==> src/rtl/lcd_timing_gen_pkg.sv <==
`timescale 1ns/1ps
`default_nettype none
// ============================================================================
// Module   : lcd_timing_pkg
// Purpose  : Default panel timing, FSM encoding and line/frame total helpers
//            shared by the LCD timing generator files.
// Revision : 1.0 - initial release
// ============================================================================
package lcd_timing_pkg;

    // iPhone-7 class panel defaults
    localparam int DEF_H_ACTIVE = 750;
    localparam int DEF_H_FP     = 16;
    localparam int DEF_H_SYNC   = 8;
    localparam int DEF_H_BP     = 16;
    localparam int DEF_V_ACTIVE = 1334;
    localparam int DEF_V_FP     = 8;
    localparam int DEF_V_SYNC   = 2;
    localparam int DEF_V_BP     = 8;

    localparam bit DEF_HS_POL   = 1'b0;
    localparam bit DEF_VS_POL   = 1'b0;
    localparam bit DEF_DE_POL   = 1'b1;

    localparam int DEF_REQ_LEAD = 1;
    localparam int DEF_COORD_W  = 11;
    localparam int DEF_DATA_W   = 24;

    typedef enum logic [0:0] {
        ST_IDLE = 1'b0,
        ST_RUN  = 1'b1
    } state_e;

    // Raw timing bundle carried through the source-latency delay line
    typedef struct packed {
        logic hs;
        logic vs;
        logic de;
        logic fs;
    } sync_bundle_t;

    function automatic int h_total(input int active, input int fp,
                                   input int sync, input int bp);
        return active + fp + sync + bp;
    endfunction

    function automatic int v_total(input int active, input int fp,
                                   input int sync, input int bp);
        return active + fp + sync + bp;
    endfunction

endpackage : lcd_timing_pkg
`default_nettype wire

==> src/rtl/lcd_timing_gen_if.sv <==
`timescale 1ns/1ps
`default_nettype none
// ============================================================================
// Module   : lcd_timing_gen_if
// Purpose  : Pixel-source request/return and panel-pin bundle of the LCD
//            timing generator. master = generator, slave = source/panel side.
// Revision : 1.0 - initial release
// ============================================================================
interface lcd_timing_gen_if
    import lcd_timing_pkg::*;
#(
    parameter int COORD_W = DEF_COORD_W,
    parameter int DATA_W  = DEF_DATA_W
) ();

    logic               pixel_request;
    logic [COORD_W-1:0] pixel_x;
    logic [COORD_W-1:0] pixel_y;
    logic [COORD_W-1:0] max_x;
    logic [COORD_W-1:0] max_y;
    logic [DATA_W-1:0]  pixel_data;

    logic               hs;
    logic               vs;
    logic               den;
    logic [DATA_W-1:0]  rgb;
    logic               frame_start;

    modport master (
        output pixel_request,
        output pixel_x,
        output pixel_y,
        output max_x,
        output max_y,
        input  pixel_data,
        output hs,
        output vs,
        output den,
        output rgb,
        output frame_start
    );

    modport slave (
        input  pixel_request,
        input  pixel_x,
        input  pixel_y,
        input  max_x,
        input  max_y,
        output pixel_data,
        input  hs,
        input  vs,
        input  den,
        input  rgb,
        input  frame_start
    );

endinterface : lcd_timing_gen_if
`default_nettype wire

==> src/rtl/lcd_timing_gen_sig_delay.sv <==
`timescale 1ns/1ps
`default_nettype none
// ============================================================================
// Module   : sig_delay
// Purpose  : Parametrised-depth shift register with per-bit reset value;
//            depth 0 degenerates to a plain wire.
// Revision : 1.0 - initial release
// ============================================================================
module sig_delay #(
    parameter int               WIDTH   = 1,
    parameter int               DEPTH   = 1,
    parameter logic [WIDTH-1:0] RST_VAL = '0
) (
    input  logic             clk,
    input  logic             rst_n,
    input  logic [WIDTH-1:0] d,
    output logic [WIDTH-1:0] q
);

    generate
        if (DEPTH == 0) begin : g_wire
            // clock and reset have no load at zero depth
            logic unused_clk_rst;
            assign unused_clk_rst = clk ^ rst_n;
            assign q = d;
        end else begin : g_shift
            logic [WIDTH-1:0] stage_q [DEPTH];
            logic [WIDTH-1:0] stage_d [DEPTH];

            always_comb begin
                stage_d[0] = d;
                for (int i = 1; i < DEPTH; i++) begin
                    stage_d[i] = stage_q[i-1];
                end
            end

            always_ff @(posedge clk or negedge rst_n) begin
                if (!rst_n) begin
                    for (int i = 0; i < DEPTH; i++) begin
                        stage_q[i] <= RST_VAL;
                    end
                end else begin
                    for (int i = 0; i < DEPTH; i++) begin
                        stage_q[i] <= stage_d[i];
                    end
                end
            end

            assign q = stage_q[DEPTH-1];
        end
    endgenerate

endmodule : sig_delay
`default_nettype wire

==> src/rtl/lcd_timing_gen.sv <==
`timescale 1ns/1ps
`default_nettype none
// ============================================================================
// Module   : lcd_timing_gen
// Purpose  : RGB-panel timing generator: pixel requests ahead of the pins,
//            registered HS/VS/DEN/RGB, frame-boundary start/stop.
// Revision : 1.0 - initial release
// ============================================================================
module lcd_timing_gen
    import lcd_timing_pkg::*;
#(
    parameter int H_ACTIVE = DEF_H_ACTIVE,
    parameter int H_FP     = DEF_H_FP,
    parameter int H_SYNC   = DEF_H_SYNC,
    parameter int H_BP     = DEF_H_BP,
    parameter int V_ACTIVE = DEF_V_ACTIVE,
    parameter int V_FP     = DEF_V_FP,
    parameter int V_SYNC   = DEF_V_SYNC,
    parameter int V_BP     = DEF_V_BP,
    parameter bit HS_POL   = DEF_HS_POL,
    parameter bit VS_POL   = DEF_VS_POL,
    parameter bit DE_POL   = DEF_DE_POL,
    parameter int REQ_LEAD = DEF_REQ_LEAD,
    parameter int COORD_W  = DEF_COORD_W,
    parameter int DATA_W   = DEF_DATA_W
) (
    input  logic             pclk,
    input  logic             rst_n,
    input  logic             enable,
    output logic             running,
    lcd_timing_gen_if.master bus
);

    localparam int C_H_T = h_total(H_ACTIVE, H_FP, H_SYNC, H_BP);
    localparam int C_V_T = v_total(V_ACTIVE, V_FP, V_SYNC, V_BP);

    localparam logic [COORD_W-1:0] C_H_LAST     = COORD_W'(C_H_T - 1);
    localparam logic [COORD_W-1:0] C_V_LAST     = COORD_W'(C_V_T - 1);
    localparam logic [COORD_W-1:0] C_H_ACT      = COORD_W'(H_ACTIVE);
    localparam logic [COORD_W-1:0] C_V_ACT      = COORD_W'(V_ACTIVE);
    localparam logic [COORD_W-1:0] C_H_SYNC_BEG = COORD_W'(H_ACTIVE + H_FP);
    localparam logic [COORD_W-1:0] C_H_SYNC_END = COORD_W'(H_ACTIVE + H_FP + H_SYNC);
    localparam logic [COORD_W-1:0] C_V_SYNC_BEG = COORD_W'(V_ACTIVE + V_FP);
    localparam logic [COORD_W-1:0] C_V_SYNC_END = COORD_W'(V_ACTIVE + V_FP + V_SYNC);
    localparam logic [COORD_W-1:0] C_MAX_X      = COORD_W'(H_ACTIVE - 1);
    localparam logic [COORD_W-1:0] C_MAX_Y      = COORD_W'(V_ACTIVE - 1);

    state_e             state_q, state_d;
    logic [COORD_W-1:0] hcnt_q, hcnt_d;
    logic [COORD_W-1:0] vcnt_q, vcnt_d;

    logic               w_run;
    logic               w_h_last;
    logic               w_v_last;
    sync_bundle_t       w_raw;
    sync_bundle_t       w_dly;

    logic               hs_q, hs_d;
    logic               vs_q, vs_d;
    logic               den_q, den_d;
    logic               fs_q, fs_d;
    logic [DATA_W-1:0]  rgb_q, rgb_d;

    assign w_run    = (state_q == ST_RUN);
    assign w_h_last = (hcnt_q == C_H_LAST);
    assign w_v_last = (vcnt_q == C_V_LAST);

    // ------------------------------------------------------------------------
    // Frame FSM and raster counters
    // ------------------------------------------------------------------------
    always_comb begin
        state_d = state_q;
        hcnt_d  = hcnt_q;
        vcnt_d  = vcnt_q;
        case (state_q)
            ST_IDLE: begin
                hcnt_d = '0;
                vcnt_d = '0;
                if (enable) begin
                    state_d = ST_RUN;
                end
            end
            ST_RUN: begin
                if (w_h_last) begin
                    hcnt_d = '0;
                    if (w_v_last) begin
                        vcnt_d = '0;
                        // enable is only sampled on the last cycle of a frame
                        if (!enable) begin
                            state_d = ST_IDLE;
                        end
                    end else begin
                        vcnt_d = vcnt_q + 1'b1;
                    end
                end else begin
                    hcnt_d = hcnt_q + 1'b1;
                end
            end
            default: begin
                state_d = ST_IDLE;
                hcnt_d  = '0;
                vcnt_d  = '0;
            end
        endcase
    end

    always_ff @(posedge pclk or negedge rst_n) begin
        if (!rst_n) begin
            state_q <= ST_IDLE;
            hcnt_q  <= '0;
            vcnt_q  <= '0;
        end else begin
            state_q <= state_d;
            hcnt_q  <= hcnt_d;
            vcnt_q  <= vcnt_d;
        end
    end

    // ------------------------------------------------------------------------
    // Raw timing decode and pixel request
    // ------------------------------------------------------------------------
    always_comb begin
        w_raw    = '0;
        w_raw.de = w_run && (hcnt_q < C_H_ACT) && (vcnt_q < C_V_ACT);
        w_raw.hs = w_run && (hcnt_q >= C_H_SYNC_BEG) && (hcnt_q < C_H_SYNC_END);
        w_raw.vs = w_run && (vcnt_q >= C_V_SYNC_BEG) && (vcnt_q < C_V_SYNC_END);
        w_raw.fs = w_run && (hcnt_q == '0) && (vcnt_q == '0);
    end

    assign bus.pixel_request = w_raw.de;
    assign bus.pixel_x       = w_raw.de ? hcnt_q : '0;
    assign bus.pixel_y       = w_raw.de ? vcnt_q : '0;
    assign bus.max_x         = C_MAX_X;
    assign bus.max_y         = C_MAX_Y;
    assign running           = w_run;

    // Match the source read latency so syncs meet their pixel at the pins
    sig_delay #(
        .WIDTH   ($bits(sync_bundle_t)),
        .DEPTH   (REQ_LEAD),
        .RST_VAL ('0)
    ) u_sync_dly (
        .clk   (pclk),
        .rst_n (rst_n),
        .d     (w_raw),
        .q     (w_dly)
    );

    // ------------------------------------------------------------------------
    // Output register with polarity applied
    // ------------------------------------------------------------------------
    always_comb begin
        hs_d  = w_dly.hs ? HS_POL : ~HS_POL;
        vs_d  = w_dly.vs ? VS_POL : ~VS_POL;
        den_d = w_dly.de ? DE_POL : ~DE_POL;
        fs_d  = w_dly.fs;
        rgb_d = w_dly.de ? bus.pixel_data : '0;
    end

    always_ff @(posedge pclk or negedge rst_n) begin
        if (!rst_n) begin
            hs_q  <= ~HS_POL;
            vs_q  <= ~VS_POL;
            den_q <= ~DE_POL;
            fs_q  <= 1'b0;
            rgb_q <= '0;
        end else begin
            hs_q  <= hs_d;
            vs_q  <= vs_d;
            den_q <= den_d;
            fs_q  <= fs_d;
            rgb_q <= rgb_d;
        end
    end

    assign bus.hs          = hs_q;
    assign bus.vs          = vs_q;
    assign bus.den         = den_q;
    assign bus.rgb         = rgb_q;
    assign bus.frame_start = fs_q;

endmodule : lcd_timing_gen
`default_nettype wire

==> src/flat_wrapper.sv <==
// flat-port wrapper written by rule: the top's interface ports become plain ports
module lcd_timing_gen_flat import lcd_timing_pkg::*;
#(
    parameter int H_ACTIVE = DEF_H_ACTIVE,
    parameter int H_FP     = DEF_H_FP,
    parameter int H_SYNC   = DEF_H_SYNC,
    parameter int H_BP     = DEF_H_BP,
    parameter int V_ACTIVE = DEF_V_ACTIVE,
    parameter int V_FP     = DEF_V_FP,
    parameter int V_SYNC   = DEF_V_SYNC,
    parameter int V_BP     = DEF_V_BP,
    parameter bit HS_POL   = DEF_HS_POL,
    parameter bit VS_POL   = DEF_VS_POL,
    parameter bit DE_POL   = DEF_DE_POL,
    parameter int REQ_LEAD = DEF_REQ_LEAD,
    parameter int COORD_W  = DEF_COORD_W,
    parameter int DATA_W   = DEF_DATA_W
)
  (pclk, rst_n, enable, running, bus_pixel_request, bus_pixel_x, bus_pixel_y, bus_max_x, bus_max_y, bus_pixel_data, bus_hs, bus_vs, bus_den, bus_rgb, bus_frame_start);
  lcd_timing_gen_if #(.COORD_W(COORD_W), .DATA_W(DATA_W)) bus_i ();
  input  logic pclk;
  input  logic rst_n;
  input  logic enable;
  output logic running;
  output wire logic [$bits(bus_i.pixel_request)-1:0] bus_pixel_request;
  output wire logic [$bits(bus_i.pixel_x)-1:0] bus_pixel_x;
  output wire logic [$bits(bus_i.pixel_y)-1:0] bus_pixel_y;
  output wire logic [$bits(bus_i.max_x)-1:0] bus_max_x;
  output wire logic [$bits(bus_i.max_y)-1:0] bus_max_y;
  input wire logic [$bits(bus_i.pixel_data)-1:0] bus_pixel_data;
  output wire logic [$bits(bus_i.hs)-1:0] bus_hs;
  output wire logic [$bits(bus_i.vs)-1:0] bus_vs;
  output wire logic [$bits(bus_i.den)-1:0] bus_den;
  output wire logic [$bits(bus_i.rgb)-1:0] bus_rgb;
  output wire logic [$bits(bus_i.frame_start)-1:0] bus_frame_start;
  assign bus_pixel_request = bus_i.pixel_request;
  assign bus_pixel_x = bus_i.pixel_x;
  assign bus_pixel_y = bus_i.pixel_y;
  assign bus_max_x = bus_i.max_x;
  assign bus_max_y = bus_i.max_y;
  assign bus_i.pixel_data = bus_pixel_data;
  assign bus_hs = bus_i.hs;
  assign bus_vs = bus_i.vs;
  assign bus_den = bus_i.den;
  assign bus_rgb = bus_i.rgb;
  assign bus_frame_start = bus_i.frame_start;
  lcd_timing_gen #(.H_ACTIVE(H_ACTIVE), .H_FP(H_FP), .H_SYNC(H_SYNC), .H_BP(H_BP), .V_ACTIVE(V_ACTIVE), .V_FP(V_FP), .V_SYNC(V_SYNC), .V_BP(V_BP), .HS_POL(HS_POL), .VS_POL(VS_POL), .DE_POL(DE_POL), .REQ_LEAD(REQ_LEAD), .COORD_W(COORD_W), .DATA_W(DATA_W)) u_core (.pclk(pclk), .rst_n(rst_n), .enable(enable), .running(running), .bus(bus_i));
endmodule
==> config.mk <==
export PLATFORM = sky130hd
export DESIGN_NAME = lcd_timing_gen_flat
export DESIGN_NICKNAME = d
export VERILOG_FILES = /design/src/rtl/lcd_timing_gen_pkg.sv /design/src/rtl/lcd_timing_gen_if.sv /design/src/rtl/lcd_timing_gen_sig_delay.sv /design/src/rtl/lcd_timing_gen.sv /design/src/flat_wrapper.sv
export SDC_FILE = /design/constraint.sdc
export NUM_CORES = 1
export LEC_CHECK = 0
export CAP_MARGIN = 10
export CORE_MARGIN = 2
export CORE_UTILIZATION = 40
export CTS_BUF_LIST = sky130_fd_sc_hd__clkbuf_8
export DETAILED_ROUTE_END_ITERATION = 8
export PLACE_DENSITY = 0.82
export SLEW_MARGIN = 20
export SYNTH_ARGS = -nofsm -noshare
export SYNTH_HDL_FRONTEND = slang
export SYNTH_SLANG_ARGS = --single-unit
==> constraint.sdc <==
create_clock -name pclk -period 1.8 [get_ports pclk]
set_input_delay 0.36 -clock pclk [delete_from_list [all_inputs] [get_ports pclk]]
set_output_delay 0.36 -clock pclk [all_outputs]
set_load 0.01 [all_outputs]
==> out/metrics.csv <==
metric,value,unit
kind of critical path,flop to output pin,
clock root cell,clkbuf_8,
clock slew at reported path FFs,0.10,ns
final hold violations,0,
pre-CTS WS,-0.624,ns
final core occ,0.607,
top-count cell post-synth,dfrtp_1,
cell breakdown of the critical path,"a21o_2, a311oi_2, o21ai_2, buf_6, buf_8, nor3b_2, buf_2",
Placer Congestion,0.888,
actual slew at the worst max-slew pin,0.567,ns
1st-iter DRT viols,215,
Pre-antenna DRT Iters,4,
slowest CP cell,dfrtp_1,
Pwr Total,2160,uW
initial antenna violation count,0,
slack of the critical path,-0.494,ns
Ys Warns,0,
DIE AREA,7610,um^2
GRT overflow,0,
I/O pins,101,
die height,87.2,um
Setup-failing EPs final,32,
FF+latch area,1380,um^2
dominant synthesized flop cell,dfrtp_1,
H-tree levels,2,
Worst slew margin,0.622,
Peak VDD IR,0.272,mV
crit end category,output pin,
worst path required time,1.44,ns
Mapped Avg Cell Area,10.1,um^2
DR vias,2469,
status,finished with violations,
Cell Pwr Density,527,nW/um^2
"Cell Area, Synth",2770,um^2
Reg2Reg Depth,6,
DP HPWL,5220,um
post-synth top area share,0.479,
Port Buf Inserts,77,
Layout area overhead,48.1,%
CP peak stage delay,0.40,ns
CTS sink count,55,
Post-synth EDFFs,0,
Die Wd,87.2,um
nets,419,
drt drc,0,
cts bufs inserted,5,
GR Util All Layers,0.205,
vias in the first global route,2342,
failing checks,setup timing,
drt wl/cell,16.3,um
CTS tree,built,
setup TNS,-9.87,ns
number of max-cap violations,0,
Yosys top cell by area,dfrtp_1,
Max Slew Vio Count,0,
Synth cell types,45,
worst reg2reg path startpoint,u_core.vcnt_q[5],
sequential area share after synthesis,0.498,
period utilisation layout,1.27,
Antenna Nets Post-Route,0,
RR Endpoint,u_core.vcnt_q[5],
Crit Path Max Fanout,5,
top post-synthesis cells by count,"53 x dfrtp_1, 24 x and2_1, 23 x buf_4",
n_diodes,0,
std cell rows,30,
total wire length,7610,um
Initial Util,0.410,
#FFs+latches synth,55,
Syn Inst Count,274,
share of cells above drive strength 1,0.330,
Layout Skew,0.00485,ns
Layout fillers,523,
design area,4100,um^2
startpoint types,flop,
unrepaired setup endpoints after global routing,true,
first-pass GRT wire length,11900,um
Clock Latency Late Sink,0.31,ns
fmax,436,MHz
Clock Tree Buf Depth,2,
vias per std cell,5.28,
Placed Instance Area,3900,um^2
crit path time final,2.29,ns
Post-synth ARST share,1.00,
Multi-input gate area,1430,um^2
"top cells by area, synth","dfrtp_1 48%, buf_4 6.2%, and2_1 5.4%, nor3b_1 4.6%, nand2_1 3.0%",
CP arrival,1.93,ns
Hold Crit Class,input port to async pin,
reg2reg setup slack,-0.16,ns
hold buffers post-CTS,0,
core box area,6760,um^2
largest net degree at the start of global routing,56,
P_leak,0.00183,uW
-- timing repair --
action	in CTS	in global routing
setup endpoints to repair	34	34
resized for setup	122	12
setup buffers	2	1
gates cloned	3	0
pin swaps	22	11
hold endpoints to repair	0	0
-- cell usage in the layout (no fill, tap or decap), types with 8 or more instances in the layout --
master and instances:
buf_4 36, dfrtp_1 53, nand3_1 8, inv_1 8, nor2_1 13, conb_1 23, clkdlybuf4s50_1 53, nand2_1 21
buf_2 21, nor3b_2 9, and2_1 24
-- power by group --
| part | total (uW) | leakage [uW] | internal [uW] | switching (uW) |
|---|---|---|---|---|
| clock | 696 | 0.0000485 | 280 | 416 |
| sequential | 1270 | 0.000676 | 1260 | 7.31 |
| combinational | 196 | 0.00111 | 112 | 84.2 |
| total | 2160 | 0.00183 | 1650 | 508 |
-- registers in the layout, summed over array words and instances, names as in the netlist --
name	flops
u_core.bus.rgb	24
u_core.hcnt_q	11
u_core.vcnt_q	11
u_core.u_sync_dly.q	4
u_core.bus.den	1
u_core.bus.frame_start	1
u_core.bus.hs	1
u_core.bus.vs	1
u_core.running	1
-- worst max-delay path, delay by kind of cell (launching register included) --
family | cells | cell delay [ns]
compound gates | 3 | 0.59
buf+inv | 3 | 0.46
flops | 1 | 0.40
simple gates | 1 | 0.17
-- final cells by class --
| cell class | count | area share |
|---|---|---|
| Multi-Input combinational cell | 195 | 0.347 |
| Sequential cell | 55 | 0.336 |
| Timing Repair Buffer | 121 | 0.262 |
| Tap cell | 80 | 0.0244 |
| Clock buffer | 5 | 0.0168 |
| Inverter | 9 | 0.00823 |
| Clock inverter | 3 | 0.00549 |
-- metrics by stage --
stage | hold slack [ns] | std cells
2_1_floorplan | 0.0644 | 295
3_3_place_gp | 0.334 | 455
3_5_place_dp | 0.343 | 455
4_1_cts | 0.0427 | 468
5_1_grt | 0.0314 | 468
6_report | 0.00967 | 468
-- kinds of logic after synthesis --
| kind of cell | synth area share |
|---|---|
| xor gates and xnor gates | 0.0285 |
| adders and majority gates | 0.0226 |
| AOI/OAI and AO/OA | 0.0569 |
| other | 0.00271 |
| and+or+nand+nor | 0.276 |
| buffers and inverters | 0.112 |
| DFF | 0.498 |
| muxes | 0.00361 |
-- routing by layer --
metal / global-route usage / vias up / share of wire
met5: 0 / - / 0
met4: 0.0853 / 0 / 0.021
met3: 0.0436 / 19 / 0.11
met2: 0.337 / 182 / 0.46
met1: 0.264 / 1147 / 0.41
li1: - / 1121 / -
-- how the worst max path moves through the flow --
stage / start / to / slack, ns
floorplan: u_core.vcnt_q[3] / bus_pixel_x[2] / -0.05
global placement: u_core.vcnt_q[2] / bus_pixel_x[0] / -0.58
detailed placement: u_core.vcnt_q[2] / bus_pixel_x[4] / -0.62
CTS: u_core.vcnt_q[1] / bus_pixel_x[6] / -0.44
global route: u_core.vcnt_q[1] / bus_pixel_y[4] / -0.56
finish: u_core.vcnt_q[1] / bus_pixel_x[6] / -0.49
(Power assumes the default switching activity.)
==> RTL edit: new RTL, same settings <==
Change the package constant `DEF_COORD_W` from 11 to 15.
--- a/src/rtl/lcd_timing_gen_pkg.sv
+++ b/src/rtl/lcd_timing_gen_pkg.sv
@@ -24,5 +24,5 @@
 
     localparam int DEF_REQ_LEAD = 1;
-    localparam int DEF_COORD_W  = 11;
+    localparam int DEF_COORD_W  = 15;
     localparam int DEF_DATA_W   = 24;
 
Ports: changed (resized bus_max_x, bus_max_y, bus_pixel_x and bus_pixel_y); port bits go from 101 to 117. No check against the original RTL was run, so the function may have changed too.
==> RTL edit against the unedited design <==
The run still ends with negative setup slack left; critical endpoint is now bus_pixel_x[1]; power up 32%; design area up 27%; critical path depth unchanged; highest routed layer unchanged; sequential cell count is 8 higher; setup slack worse by 0.25 ns; wire length rose by 32%; worst hold slack gained 0.0012 ns; register-to-register slack got worse by 0.05 ns; synthesized area grew 22%.
==> RTL edit: results (changes against the unedited design) <==
- The detailed-router iteration count before antenna repair came to 5 (+1).
- The total setup violations reported at the end of the flow is 39 (+22%).
- The fraction of registers with async set/reset is 100% (unchanged).
- The clock-pin slew reported for the worst setup and hold paths after clock tree synthesis came to 0.07 ns (-0.03 ns).
- The share of the yosys chip area belonging to registers came to 46.7% (-3.1 points).
- The worst endpoint data arrival time is 2.18 ns (+0.25 ns).
- The checks that failed: negative setup slack.
- The clock latency reported for the late side of the worst-skew pair is 0.34 ns (+0.03 ns).
- The headroom to the max-slew limit is 62.0% (-0.17 points).
- The met3 usage in global routing is 5.01% (+0.65 points).
- The final critical-path setup slack is -0.742 ns (-0.248 ns).
- The slack of the worst reg-to-reg path was -0.21 ns (-0.05 ns).
- The cell count of the worst reg-to-reg path was 8 (+2).
- The half-perimeter wire length after placement came to 6030 um (+15%).
- The setup TNS was -16.20 ns (-6.33 ns).
- The global placement routability congestion is 0.851 (-4.1%).
- The peak per-stage delay on the critical path is 0.42 ns (+0.02 ns).
- The clock buffer count from CTS was 9 (+4).
- The count of input and output buffers was 77 (unchanged).
- By area the synthesized netlist is led by sky130_fd_sc_hd__dfrtp_1 (45%), sky130_fd_sc_hd__buf_4 (8.9%), sky130_fd_sc_hd__and2_1 (8.1%).
- The buffer depth of the longest clock path came to 2 (unchanged).
- The total routing resource utilization after global routing is 21.3% (+0.77 points).
- The maximum vdd drop is 0.291 mV (+6.9%).
- The met1 capacity usage during global routing was 25.2% (-1.1 points).
- The total inserted antenna cells is 0 (unchanged).
- The routed length per placed instance is 16.4 um (+1.0%).
- The maximum fanout along the worst path came to 3 (-2).
- STA classifies the critical path startpoint as a register.
- The leakage power is 2.27 nW (+24%).
- The number of violations reported at the end of detailed-routing iteration 0 was 277 (+29%).
- The number of nets in the layout is 535 (+28%).
- The global routing usage on met2 is 36.0% (+2.2 points).
- The flow ran to the end, but the final reports show violations.
- The via count of the first global-routing pass came to 3059 (+31%).
- The pin count of the biggest net entering global routing is 64 (+14%).
- The endpoint identified for the worst register-to-register timing path is u_core.vcnt_q[6].
- The fraction of layout instances using a drive strength above 1 is 33.3% (+0.28 points).
- The wire length of the first global-routing pass is 14900 um (+25%).
- The launching point of the worst reg2reg path is u_core.vcnt_q[14].
- The worst slack after detailed placement is -0.703 ns (-0.0800 ns).
- The number of antenna violations at the first check in global routing is 0 (unchanged).
- The worst clock skew came to 0.0126 ns (+0.00773 ns).
- After synthesis, the most frequently instantiated cells are sky130_fd_sc_hd__dfrtp_1 (61), sky130_fd_sc_hd__and2_1 (44), sky130_fd_sc_hd__buf_4 (40), sky130_fd_sc_hd__nand2_1 (29).
- The number of distinct library cells after synthesis is 50 (+11%).
- The via density per instance is 5.32 (+0.87%).
[RTL edit: per-stage QoR]
step | instance area [um2] | total power [mW] | util, % | cells | hold slack, ns
6_report | 5210 | 2.86 | 63.4 | 613 | 0.0109
5_1_grt | 5210 | 2.97 | 63.4 | 613 | 0.0384
4_1_cts | 5010 | 2.88 | 61.0 | 609 | 0.0298
3_5_place_dp | 4530 | 1.69 | 55.2 | 577 | 0.340
3_3_place_gp | 4530 | 1.69 | 55.2 | 577 | 0.335
2_1_floorplan | 3550 | 1.61 | - | 392 | 0.0644
[RTL edit: layout make-up]
type	count	area, um2
Sequential cell	63	1580
Fill cell	606	3010
Timing Repair Buffer	158	1500
Inverter	11	41.3
Tap cell	105	131
Clock inverter	7	65.1
Multi-Input combinational cell	260	1770
Clock buffer	9	124
[RTL edit: logic make-up after synthesis]
group | share of synthesized area (%)
other | 0.222
flip-flops | 46.7
adder cells (fa/ha/maj) | 1.85
AO/OA/AOI/OAI | 8.66
AND/OR/NAND/NOR | 27.1
buffers and inverters | 12.6
XOR/XNOR | 2.85
[RTL edit: where the power goes]
part	switching (mW)	total [mW]	internal, mW
clock network	0.569	1.20	0.629
logic	0.101	0.213	0.112
registers	0.00650	1.45	1.44
total	0.676	2.86	2.18
[RTL edit: worst max-delay path by stage]
| stage | to | slack (ns) | cells past startpoint |
|---|---|---|---|
| global placement | bus_pixel_x[8] | -0.70 | 5 |
| floorplan | bus_pixel_x[0] | -0.14 | 5 |
| detailed placement | bus_pixel_x[8] | -0.70 | 5 |
| CTS | bus_pixel_x[2] | -0.68 | 8 |
| finish | bus_pixel_x[1] | -0.74 | 7 |
| global route | bus_pixel_x[2] | -0.81 | 8 |
[RTL edit: layer usage]
layer / wire (um) / part of all wire (%)
met5: 0 / 0
met1: 3910 / 39
met3: 1010 / 10
met2: 4750 / 47
met4: 387 / 3.8
[RTL edit: what timing repair did]
action                     4_1_cts  5_1_grt
buffers inserted                17        7
setup endpoints to repair       37       48
pin swaps                       25        9
cloned                           1        0
gates resized for setup        147       40
